==> src/rtl/mult_host_ctrl.sv <==
// Requester-side controller for the shift-add multiplier: queues operand pairs,
// issues them one at a time, collects the product and hands it downstream.
module mult_host_ctrl #(
  parameter int unsigned WIDTH   = 32,
  parameter int unsigned DEPTH   = 4,
  parameter int unsigned TIMEOUT = 40
) (
  input  logic               Clock,
  input  logic               Reset,
  input  logic               in_valid,
  output logic               in_ready,
  input  logic [WIDTH-1:0]   in_a,
  input  logic [WIDTH-1:0]   in_b,
  output logic               mul_valid_data,
  output logic [WIDTH-1:0]   mul_a,
  output logic [WIDTH-1:0]   mul_b,
  input  logic               mul_done,
  input  logic [2*WIDTH-1:0] mul_product,
  output logic               mul_ack,
  output logic               res_valid,
  input  logic               res_ready,
  output logic [2*WIDTH-1:0] res_product,
  output logic               res_timeout,
  output logic               busy
);

  localparam int unsigned AW  = $clog2(DEPTH);
  localparam int unsigned WDW = $clog2(TIMEOUT + 1);
  localparam logic [AW:0]    L_DEPTH = (AW + 1)'(DEPTH);
  localparam logic [WDW-1:0] L_TLAST = WDW'(TIMEOUT - 1);
  localparam logic [WDW-1:0] L_TSAT  = WDW'(TIMEOUT);

  typedef enum logic [1:0] {
    S_IDLE,
    S_REQ,
    S_ACK,
    S_RESP
  } state_t;

  state_t           r_state;
  state_t           w_next;
  logic [WIDTH-1:0] r_mem_a [DEPTH];
  logic [WIDTH-1:0] r_mem_b [DEPTH];
  logic [AW-1:0]    r_wptr;
  logic [AW-1:0]    r_rptr;
  logic [AW:0]      r_count;
  logic [WDW-1:0]   r_wd;
  logic             w_push;
  logic             w_pop;
  logic             w_empty;
  logic             w_timeout;

  assign in_ready       = (r_count < L_DEPTH);
  assign w_empty        = (r_count == '0);
  assign w_push         = in_valid && in_ready;
  assign w_timeout      = (r_wd == L_TLAST);
  assign mul_valid_data = (r_state == S_REQ);
  assign mul_ack        = (r_state == S_ACK) || ((r_state == S_IDLE) && mul_done);
  assign res_valid      = (r_state == S_RESP);
  assign busy           = (r_state != S_IDLE) || !w_empty;

  always_ff @(posedge Clock or posedge Reset) begin
    if (Reset) begin
      r_state <= S_IDLE;
    end else begin
      r_state <= w_next;
    end
  end

  // A stale done left by an aborted request is acked before anything is popped.
  always_comb begin
    w_next = r_state;
    w_pop  = 1'b0;
    case (r_state)
      S_IDLE: begin
        if (!mul_done && !w_empty) begin
          w_pop  = 1'b1;
          w_next = S_REQ;
        end
      end
      S_REQ: begin
        if (mul_done) begin
          w_next = S_ACK;
        end else if (w_timeout) begin
          w_next = S_RESP;
        end
      end
      S_ACK:   w_next = S_RESP;
      S_RESP: begin
        if (res_ready) begin
          w_next = S_IDLE;
        end
      end
      default: w_next = S_IDLE;
    endcase
  end

  always_ff @(posedge Clock or posedge Reset) begin
    if (Reset) begin
      r_wptr  <= '0;
      r_rptr  <= '0;
      r_count <= '0;
    end else begin
      if (w_push) begin
        r_wptr <= r_wptr + 1'b1;
      end
      if (w_pop) begin
        r_rptr <= r_rptr + 1'b1;
      end
      case ({w_push, w_pop})
        2'b10:   r_count <= r_count + 1'b1;
        2'b01:   r_count <= r_count - 1'b1;
        default: r_count <= r_count;
      endcase
    end
  end

  always_ff @(posedge Clock) begin
    if (w_push) begin
      r_mem_a[r_wptr] <= in_a;
      r_mem_b[r_wptr] <= in_b;
    end
  end

  always_ff @(posedge Clock or posedge Reset) begin
    if (Reset) begin
      mul_a       <= '0;
      mul_b       <= '0;
      res_product <= '0;
      res_timeout <= 1'b0;
      r_wd        <= '0;
    end else begin
      if (w_pop) begin
        mul_a <= r_mem_a[r_rptr];
        mul_b <= r_mem_b[r_rptr];
        r_wd  <= '0;
      end
      if (r_state == S_REQ) begin
        if (r_wd != L_TSAT) begin
          r_wd <= r_wd + 1'b1;
        end
        if (mul_done) begin
          res_product <= mul_product;
          res_timeout <= 1'b0;
        end else if (w_timeout) begin
          res_product <= '0;
          res_timeout <= 1'b1;
        end
      end
    end
  end

endmodule

==> config.mk <==
export PLATFORM = sky130hd
export DESIGN_NAME = mult_host_ctrl
export DESIGN_NICKNAME = d
export VERILOG_FILES = /design/src/rtl/mult_host_ctrl.sv
export SDC_FILE = /design/constraint.sdc
export NUM_CORES = 1
export LEC_CHECK = 0
export ABC_AREA = 1
export CAP_MARGIN = 20
export CORE_MARGIN = 4
export CORE_UTILIZATION = 30
export DETAILED_ROUTE_END_ITERATION = 8
export PLACE_DENSITY = 0.5
export SYNTH_ARGS = -nofsm -noshare
export SYNTH_HDL_FRONTEND = slang
export SYNTH_SLANG_ARGS = --single-unit
==> constraint.sdc <==
create_clock -name Clock -period 8.4 [get_ports Clock]
set_clock_uncertainty 0.05 [all_clocks]
set_input_delay 0.84 -clock Clock [delete_from_list [all_inputs] [get_ports Clock]]
set_output_delay 0.84 -clock Clock [all_outputs]
set_load 0.01 [all_outputs]
==> flow_metrics.py <==
metrics = {
    "run_status": {
        "status": "finished, final reports clean",
    },
    "routing": {
        "drc": 0,
        "wl_per_cell_um": 17.81,
        "ant_nets": 0,
        "viasPerCell": 4.477,
        "drtIter0Drc": 566,
        "wirelength_um": 41600,
        "via_count": 10460,
        "drt_first_pass_iters": 5,
    },
    "sta": {
        "tightest_slew_ps": 1073,
        "relSlewSlack_pct": 28.43,
        "timing.fmax_mhz": 273.0,
        "drv_slew": 0,
        "period_minus_slack_ps": 3664,
        "tns_ps": 0,
        "hold_viol": 0,
        "setup_violations": 0,
        "final.period_utilization_pct": 43.61,
        "rsz0062_at_grt": "false",
    },
    "power_and_ir_drop": {
        "swShare_pct": 33.88,
        "power.share.clock_pct": 27.5,
        "p_leak_nw": 8.370,
        "seq_power_share_pct": 40.6,
        "p_int_mw": 4.797,
        "p_switching_mw": 2.458,
        "ir_drop_mv": 0.1469,
        "power_density_nw_per_um2": 351.2,
        "pwr-share-comb_pct": 31.9,
    },
    "worst_setup_path": {
        "cp.required_ps": 8790,
        "cp_data_arrival_time_ps": 4050,
        "cp-end-kind": "flop",
        "critPathMaxFanout": 73,
        "r2r_cells": 12,
        "rrSetupSlack_ps": 4860,
        "timing.rr.end": "r_count[2]$_DFFE_PP0P_",
        "r2r-start": "r_state[0]$_DFFE_PP0P_",
        "worst-setup-path-type": "in2reg",
        "critical_path.startpoint_type": "primary input",
    },
    "logic_synthesis": {
        "yosys-top-cells-count": "nand2_1, edfxtp_1, nand3_1",
        "synthTopCellsByArea": "edfxtp_1, dfrtp_1, nand2_1",
        "synth-seq-area-share_pct": 71.29,
        "synth_cell_types": 25,
        "async_flop_share_pct": 36.00,
        "ys.flop_type": "edfxtp_1",
        "syn_inst": 1366,
        "avgSynthCellArea_um2": 11.59,
        "synth_top_area_share_pct": 48.54,
        "yosysMostFrequentCell": "nand2_1",
        "synth_edf_count": 256,
        "synth_top_cell_by_area": "edfxtp_1",
        "synth-seq-cells": 400,
        "synth_area_um2": 15840,
        "syn-num-nets": 1512,
        "synth_warnings": 0,
    },
    "clock_network": {
        "holdBufCountCts": 0,
        "cts_sinks": 400,
        "post_cts_buffers": 0,
        "cts_root_buffer": "clkbuf_16",
        "htree_levels": 2,
        "cts.repair.resized": 0,
        "cts_tree": "yes",
        "cts_buffers": 45,
        "clk_pin_slew_ps": 60,
        "clockBufferDepth": 3,
        "insertion_delay_ps": 580,
    },
    "finish": {
        "stdcell_area_um2": 20650,
        "fill_cells": 4967,
        "fin_util_pct": 39.86,
        "drive_gt1_share_pct": 9.553,
        "final_nets": 1763,
        "syn_to_final_growth_pct": 30.42,
    },
    "die": {
        "pin_count": 267,
        "rows": 83,
        "die_h_um": 237.8,
        "die_area_um2": 56530,
        "initial_core_util_pct": 30.56,
        "die_x_um": 237.8,
        "core_um2": 51820,
    },
    "placed_design": {
        "placed_cell_area_um2": 19070,
        "dp_hpwl_um": 23520,
        "gp_congestion": 0.7432,
        "io_buffers": 266,
    },
    "min_path": {
        "holdCritStartpoint": "mul_a[13]$_DFFE_PP0P_",
        "whs_endpoint": "mul_a[13]$_DFFE_PP0P_",
        "hold_path_depth": 2,
        "hold_class": "reg2reg",
    },
    "global_route": {
        "grt_pass1_wl_um": 63940,
        "antenna_found_initial": 8,
        "grtUsageTotal_pct": 14.37,
        "grt.overflow.total": 0,
        "grt_pass1_vias": 10610,
        "grt_max_degree": 94,
    },
    "run": {
        "maxCapViolCount": 0,
    },
}
layer usage:
| metal | wire, µm | vias to the layer above | track usage, % |
|---|---|---|---|
| met2 | 19190 | 277 | 23.22 |
| met4 | 835 | 12 | 3.946 |
| met3 | 3035 | 68 | 4.061 |
| li1 | - | 5124 | - |
| met1 | 18450 | 4977 | 19.10 |
| met5 | 83 | - | 0 |
area by class of cell:
class                   count  area, µm²  area share (%)
well taps                 680      850.8           4.119
clock buffers              64       1319           6.385
flip-flops and latches    400      11300           54.70
repair buffers            281       2815           13.63
multi-input cells         859       4036           19.54
clock inverters            20      210.2           1.018
diodes                      2      5.005         0.02423
inverters                  30      120.1          0.5815
cell families after synthesis:
family,after synthesis,share of synthesized area [%]
XOR/XNOR,5,0.2766
adder cells (fa/ha/maj),13,1.074
flip-flops,400,71.29
buffers and inverters,107,3.460
AO/OA/AOI/OAI,11,0.3634
AND/OR/NAND/NOR,830,23.53
through the flow:
step | hold WS, ps | setup slack, ps | cells | power (mW)
after detailed placement | 419.1 | 4105 | 2248 | 5.352
after floorplan | 416.3 | 3644 | 1366 | 4.198
after CTS | 436.5 | 4721 | 2332 | 7.386
after global placement | 415.0 | 4080 | 2248 | 5.321
after global routing | 448.9 | 4565 | 2334 | 7.751
final | 426.8 | 4736 | 2336 | 7.255
worst max path at each step:
stage                        start                      to  slack (ps)  cells past startpoint
after detailed placement  mul_done  r_count[2]$_DFFE_PP0P_        4110                     12
after floorplan              Reset    mul_a[0]$_DFFE_PP0P_        3640                      1
final                     mul_done  r_count[2]$_DFFE_PP0P_        4740                     12
after global routing      mul_done  r_count[2]$_DFFE_PP0P_        4570                     12
after global placement    mul_done  r_count[2]$_DFFE_PP0P_        4080                     12
after CTS                 mul_done  r_count[2]$_DFFE_PP0P_        4720                     12
power by group through the flow:
stage / clock [mW] / combinational, mW / sequential (mW)
floorplan: 0 / 1.21 / 2.99
global placement: 0 / 2.34 / 2.99
detailed placement: 0 / 2.36 / 2.99
CTS: 2.06 / 2.36 / 2.96
global route: 2.14 / 2.60 / 3.01
finish: 2.00 / 2.31 / 2.95
sequential cells by signal, summed over array words and instances, names as in the netlist:
name,count
r_rptr,2
mul_b,32
res_product,64
r_state,2
mul_a,32
r_mem_a,128
r_mem_b,128
r_wd,6
res_timeout,1
r_count,3
r_wptr,2
critical path, stage by stage:
cell	delay [ps]
clkdlybuf4s50_1	510
inv_1	150
nand3_4	70
buf_4	420
inv_2	120
buf_4	720
ha_1	290
inv_1	70
fa_1	380
a21oi_1	150
o21ai_0	130
xor2_1	160
cells in the final DEF (no fill, tap or decap), types with 3 or more instances in the layout:
cell             count
nor2_4               4
clkdlybuf4s50_1    266
nand3_1            220
inv_1               21
nand2_1            537
buf_4               13
a21oi_1              3
clkbuf_1             8
dfrtp_1            142
edfxtp_1           256
inv_2                7
clkinv_2             9
nor2_1              13
o21ai_0              5
clkbuf_16           46
nand3_2             50
xor2_1               3
clkbuf_8            10
clkinvlp_4           3
ha_1                12
bufinv_16            3
(Power assumes the default switching activity.)
